### src/rtl/tmds_pkg.sv
// tmds_pkg: shared TMDS symbol type, control-period codes and default disparity counter width.
package tmds_pkg;
  typedef logic [9:0] sym_t;
  localparam int CNT_W_DEF = 5;
  localparam sym_t CTRL_00 = 10'b1101010100;
  localparam sym_t CTRL_01 = 10'b0010101011;
  localparam sym_t CTRL_10 = 10'b0101010100;
  localparam sym_t CTRL_11 = 10'b1010101011;
  function automatic sym_t ctrl_sym(input logic [1:0] c);
    return c == 2'b00 ? CTRL_00 : c == 2'b01 ? CTRL_01 : c == 2'b10 ? CTRL_10 : CTRL_11;
  endfunction
endpackage

### src/rtl/tmds_popcount8.sv
// tmds_popcount8: combinational count of ones in an 8-bit word.
module tmds_popcount8 (
  input  logic [7:0] d,
  output logic [3:0] n
);
  always_comb begin
    n = '0;
    for (int i = 0; i < 8; i++) n = n + {3'b000, d[i]};
  end
endmodule

### src/rtl/tmds_encoder.sv
// tmds_encoder: two-stage TMDS 8b/10b channel encoder (transition minimise, then DC balance).
// Defining TMDS_DISP_MON_EN adds the disp_cnt / disp_err running-disparity monitor ports.
module tmds_encoder
  import tmds_pkg::*;
#(
  parameter int   CNT_W     = CNT_W_DEF,
  parameter sym_t RESET_SYM = CTRL_00
) (
  input  logic             pix_clk,
  input  logic             rst,
  input  logic             de,
  input  logic [7:0]       data,
  input  logic             c0,
  input  logic             c1,
  output sym_t             tmds_out
`ifdef TMDS_DISP_MON_EN
  ,
  output logic [CNT_W-1:0] disp_cnt,
  output logic             disp_err
`endif
);
  logic [7:0] dm;
  logic [3:0] n1d, n1q;
  logic xnr, de1, c0_1, c1_1, bal_z, same_sign;
  logic [8:0] qm_nx, qm;
  logic signed [CNT_W-1:0] cnt, cnt_nx, bal, two;
  sym_t sym_nx;
  // data is forced to zero in control periods so unknown pixels never reach the pipeline
  assign dm = de ? data : '0;
  tmds_popcount8 u_pc_d (.d(dm), .n(n1d));
  assign xnr = n1d > 4'd4 || (n1d == 4'd4 && !dm[0]);
  always_comb begin
    qm_nx[0] = dm[0];
    for (int i = 1; i < 8; i++) qm_nx[i] = xnr ? ~(qm_nx[i-1] ^ dm[i]) : qm_nx[i-1] ^ dm[i];
    qm_nx[8] = ~xnr;
  end
  always_ff @(posedge pix_clk or posedge rst)
    if (rst) {qm, de1, c1_1, c0_1} <= '0;
    else {qm, de1, c1_1, c0_1} <= {qm_nx, de, c1, c0};
  tmds_popcount8 u_pc_q (.d(qm[7:0]), .n(n1q));
  // bal = n1q - n0q = 2*n1q - 8, kept in counter width
  assign bal = CNT_W'({n1q, 1'b0}) - CNT_W'(8);
  assign two = qm[8] ? CNT_W'(2) : '0;
  assign bal_z = cnt == '0 || bal == '0;
  assign same_sign = (cnt > 0 && bal > 0) || (cnt < 0 && bal < 0);
  always_comb begin
    sym_nx = !de1 ? ctrl_sym({c1_1, c0_1}) :
             bal_z ? {~qm[8], qm[8], qm[8] ? qm[7:0] : ~qm[7:0]} :
             {same_sign, qm[8], same_sign ? ~qm[7:0] : qm[7:0]};
    cnt_nx = !de1 ? '0 :
             bal_z ? (qm[8] ? cnt + bal : cnt - bal) :
             same_sign ? cnt + two - bal :
             cnt + bal - (CNT_W'(2) - two);
  end
  always_ff @(posedge pix_clk or posedge rst)
    if (rst) begin
      tmds_out <= RESET_SYM;
      cnt      <= '0;
    end else begin
      tmds_out <= sym_nx;
      cnt      <= cnt_nx;
    end
`ifdef TMDS_DISP_MON_EN
  assign disp_cnt = cnt;
  always_ff @(posedge pix_clk or posedge rst)
    if (rst) disp_err <= 1'b0;
    else disp_err <= disp_err | (cnt > 8) | (cnt < -8) | cnt[0];
`endif
endmodule

### config.mk
export PLATFORM = sky130hd
export DESIGN_NAME = tmds_encoder
export DESIGN_NICKNAME = d
export VERILOG_FILES = /design/src/rtl/tmds_pkg.sv /design/src/rtl/tmds_popcount8.sv /design/src/rtl/tmds_encoder.sv
export SDC_FILE = /design/constraint.sdc
export NUM_CORES = 1
export LEC_CHECK = 0
export ABC_AREA = 1
export ABC_CLOCK_PERIOD_IN_PS = 4400
export CAP_MARGIN = 20
export CORE_AREA = 2 2 72 60
export DETAILED_ROUTE_END_ITERATION = 6
export DIE_AREA = 0 0 74 62
export PLACE_DENSITY = 0.81
export SYNTH_ARGS = -nofsm -noshare
export SYNTH_HDL_FRONTEND = slang
export SYNTH_SLANG_ARGS = --single-unit
### constraint.sdc
create_clock -name pix_clk -period 4.4 [get_ports pix_clk]
set_input_delay 0.44 -clock pix_clk [delete_from_list [all_inputs] [get_ports pix_clk]]
set_output_delay 0.44 -clock pix_clk [all_outputs]
set_load 0.1 [all_outputs]
==> flow_results.org <==
** Run status
- Status :: finished clean

** Worst setup path
- The worst register-to-register path has a depth of 14.
- R2R Setup Slk :: 180 ps
- Maximum fanout along the worst path :: 3
- Critical path cell sequence :: ha_1 -> inv_1 -> fa_1 -> fa_1 -> fa_2 -> fa_2 -> buf_4 -> inv_1 -> ha_1 -> inv_1 -> fa_1 -> xnor2_1 -> o21ai_0 -> a21oi_1
- RR Endpoint :: cnt[3]
- Type of the setup path with the least slack :: flip-flop to flip-flop
- The cell family contributing the most delay on the critical path is adder cells.
- In this run the critical register-to-register path is launched from qm[0].
- Slowest stage cell, crit path :: sky130_fd_sc_hd__fa_2
- Stage delay of the slowest cell on the critical path :: 600 ps
- Data arrival time of the critical path :: 4390 ps
- Worst Path Required :: 4570 ps
- The worst setup path is captured at a flip-flop.
- STA classifies the critical path startpoint as a flip-flop.
- Buffer and inverter count on the worst path :: 4

** Timing
- Setup violations remaining at the end of the flow were counted as 0.
- Sum of negative setup slack :: 0 ps
- Hold Vio Cnt, Final :: 0
- Across the routed clock network, the largest skew measured is 2.00 ps.
- The worst path needs 4220 ps of the cycle, external delays included.
- At the pin with the least slew margin, the transition time is 969 ps.
- The count of pins over their slew limit was 0.
- Tightest slew margin relative to the limit :: 0.352
- Highest achievable clock rate :: 237 MHz
- In the finished design, the share of the clock period the worst path needs comes to 0.960.

** Route
- Metal-1 WL :: 1.68 mm
- Total length of routed wires :: 3.86 mm
- Max Used Layer :: met4
- Count of routing violations after the opening detailed-route iteration :: 125
- Once detail routing completed, the nets flagged for antenna violations numbered 0.
- Detailed routing inserted a total of 1664 vias.
- Wire segments on met2 add up to 1.88 mm in the final route.
- After detailed routing, the average wire length per cell comes to 11.1 um.
- Routed length on met3 :: 278 um
- In the routed layout, each cell is associated on average with a via count of 4.78.
- For this run, design rule violations remaining after detail routing come to 0.
- Drt pass-1 iters :: 4

** Floorplanning
- The region available for standard cell placement spans 3970 um2.
- The initial utilization of the core area, before any placement, comes to 0.542.
- Row generation in the floorplan step produced 21 rows.
- The floorplan step set the die width to 74 um.
- DIE HEIGHT :: 62 um
- Number of I/O pins :: 23
- Total die area :: 4590 um2

** Synth
- Number of distinct library cell variants in the gate-level netlist after synthesis :: 22
- Cells after Synth :: 262
- Averaged over all synthesized cells, the footprint is 8.20 um2.
- Net count of the mapped netlist :: 311
- Flip-flop and latch count after synthesis :: 26
- Cell area after synthesis :: 2150 um2
- Register area share after synthesis :: 0.306
- For this run, the number of Yosys warnings is 0.

** Hold path
- Worst Hold Depth :: 3
- The path with the worst hold slack has its endpoint at tmds_out[6].
- Worst hold start :: qm[6]
- In this run the worst hold path is classified as flip-flop to flip-flop.

** Flow run
- Number of max-cap violations :: 0

** GRT
- Initial antenna violation count :: 0
- Maximum number of pins on one net before global-route repair :: 27
- The first global-routing pass estimated 6.56 mm of wire.
- The total overflow left after global routing is 0.
- In the global route stage, overall resource usage came out at 0.190.
- Via count of the first global-routing pass :: 1522

** Final layout
- The library cell used most frequently in the layout, excluding fill and tap cells, is sky130_fd_sc_hd__nand2_1.
- From synthesis to final layout, the design area changed by 17.1%.
- In the final layout, the share of cells above drive strength 1 is 0.120.
- Summed area of non-filler cells in the final layout :: 2520 um2
- Number of standard cells in the final layout excluding fillers :: 348
- The top cell types in the final layout, fill and taps aside, are 72 x sky130_fd_sc_hd__nand2_1, 48 x sky130_fd_sc_hd__inv_1, 27 x sky130_fd_sc_hd__nand3_1, 23 x sky130_fd_sc_hd__ha_1, 22 x sky130_fd_sc_hd__clkdlybuf4s50_1.
- The final layout contains 341 nets.
- Number of antenna repair diodes :: 0
- Fraction of the core area covered by cells at the end of the flow :: 0.634

** Placement
- Port buffering added 22 buffers.
- The placed instances occupy a cell area of 2430 um2.
- At the end of routability-driven placement, the weighted congestion stood at 0.892.
- Detailed placement finished with a half-perimeter wire length of 3.17 mm.
- Total instance count after detailed placement :: 341

** CTS
- Clock root buffer :: sky130_fd_sc_hd__clkbuf_8
- The later pin in the worst-skew pair is clocked with a latency of 260 ps.
- Maximum count of clock buffers along a single path :: 2
- In this run the number of H-tree levels came out at 1.
- Clock-pin slew on the worst setup and hold paths :: 80 ps
- CTS tree :: done
- Buffers inserted during clock tree synthesis total 3.
- Clock net sink count :: 26
-- layer usage --
metal | up-vias | track usage
met4 | 0 | 0.0390
met1 | 751 | 0.253
met3 | 5 | 0.0403
met5 | - | 0
met2 | 52 | 0.324
li1 | 856 | -
-- worst max-delay path by stage --
stage / from / endpoint / depth (start not counted)
after detailed placement: de / qm[7] / 20
after floorplan: qm[0] / cnt[4] / 16
final: qm[0] / cnt[3] / 14
after CTS: qm[0] / cnt[4] / 16
after global routing: qm[0] / cnt[3] / 14
after global placement: de / qm[6] / 20
-- synthesized netlist by cell type --
master	instances	area share
sky130_fd_sc_hd__nand2_1	72	0.13
sky130_fd_sc_hd__inv_1	48	0.084
sky130_fd_sc_hd__nand3_1	27	0.063
sky130_fd_sc_hd__ha_1	23	0.13
sky130_fd_sc_hd__dfrtp_1	21	0.24
sky130_fd_sc_hd__fa_1	13	0.12
sky130_fd_sc_hd__nor2_1	8	0.014
sky130_fd_sc_hd__nand2_2	7	0.020
sky130_fd_sc_hd__o21ai_0	7	0.016
sky130_fd_sc_hd__a21oi_1	6	0.014
sky130_fd_sc_hd__xor2_1	6	0.024
sky130_fd_sc_hd__dfstp_2	5	0.061
sky130_fd_sc_hd__inv_2	4	0.0070
sky130_fd_sc_hd__nand3_2	3	0.014
sky130_fd_sc_hd__xnor2_1	3	0.012
sky130_fd_sc_hd__o211ai_1	2	0.0070
sky130_fd_sc_hd__o21ai_4	2	0.015
sky130_fd_sc_hd__buf_6	1	0.0052
sky130_fd_sc_hd__clkbuf_8	1	0.0064
sky130_fd_sc_hd__inv_4	1	0.0029
sky130_fd_sc_hd__nand2_4	1	0.0052
sky130_fd_sc_hd__nand4_1	1	0.0029
-- sequential cells by signal, summed over array words and instances (netlist names) --
name / flops
de1: 1
c1_1: 1
qm: 9
c0_1: 1
cnt: 4
tmds_out: 10
-- cell type report --
class | instances | area (um2)
Tap cell | 57 | 71.3
Clock buffer | 4 | 55.1
Fill cell | 333 | 1450
Inverter | 53 | 201
Sequential cell | 26 | 657
Multi-Input combinational cell | 181 | 1270
Timing Repair Buffer | 27 | 258
-- worst reg2reg max path, stage by stage (launching register included) --
cell                      delay, ps
sky130_fd_sc_hd__dfrtp_1        400
sky130_fd_sc_hd__ha_1           280
sky130_fd_sc_hd__inv_1           40
sky130_fd_sc_hd__fa_1           490
sky130_fd_sc_hd__fa_1           440
sky130_fd_sc_hd__fa_2           380
sky130_fd_sc_hd__fa_2           600
sky130_fd_sc_hd__buf_4          140
sky130_fd_sc_hd__inv_1           70
sky130_fd_sc_hd__ha_1           300
sky130_fd_sc_hd__inv_1           90
sky130_fd_sc_hd__fa_1           440
sky130_fd_sc_hd__xnor2_1        160
sky130_fd_sc_hd__o21ai_0         90
sky130_fd_sc_hd__a21oi_1        210
-- cell families (layout without fill, tap and decap cells) --
family,after synthesis,count (layout),synth area share
DFF,26,26,0.306
and+or+nand+nor,119,119,0.245
AOI/OAI and AO/OA,17,17,0.0524
buffers and inverters,55,84,0.105
adders and majority gates,36,36,0.255
xor gates and xnor gates,9,9,0.0367
-- metrics by stage --
stage | hold slack, ps | setup WS, ps
floorplan | 461 | 448
global placement | 506 | 153
detailed placement | 503 | 35.4
CTS | 540 | 73.9
global route | 568 | -24.1
finish | 526 | 178
-- what timing repair did --
item	4_1_cts	5_1_grt
endpoints found under the setup margin	0	3
buffers inserted	0	3
gates resized for setup	0	3
hold buffers	0	0
Power is not shown: default switching activity piles up to over one toggle a cycle in this logic, so the estimate is an artifact.
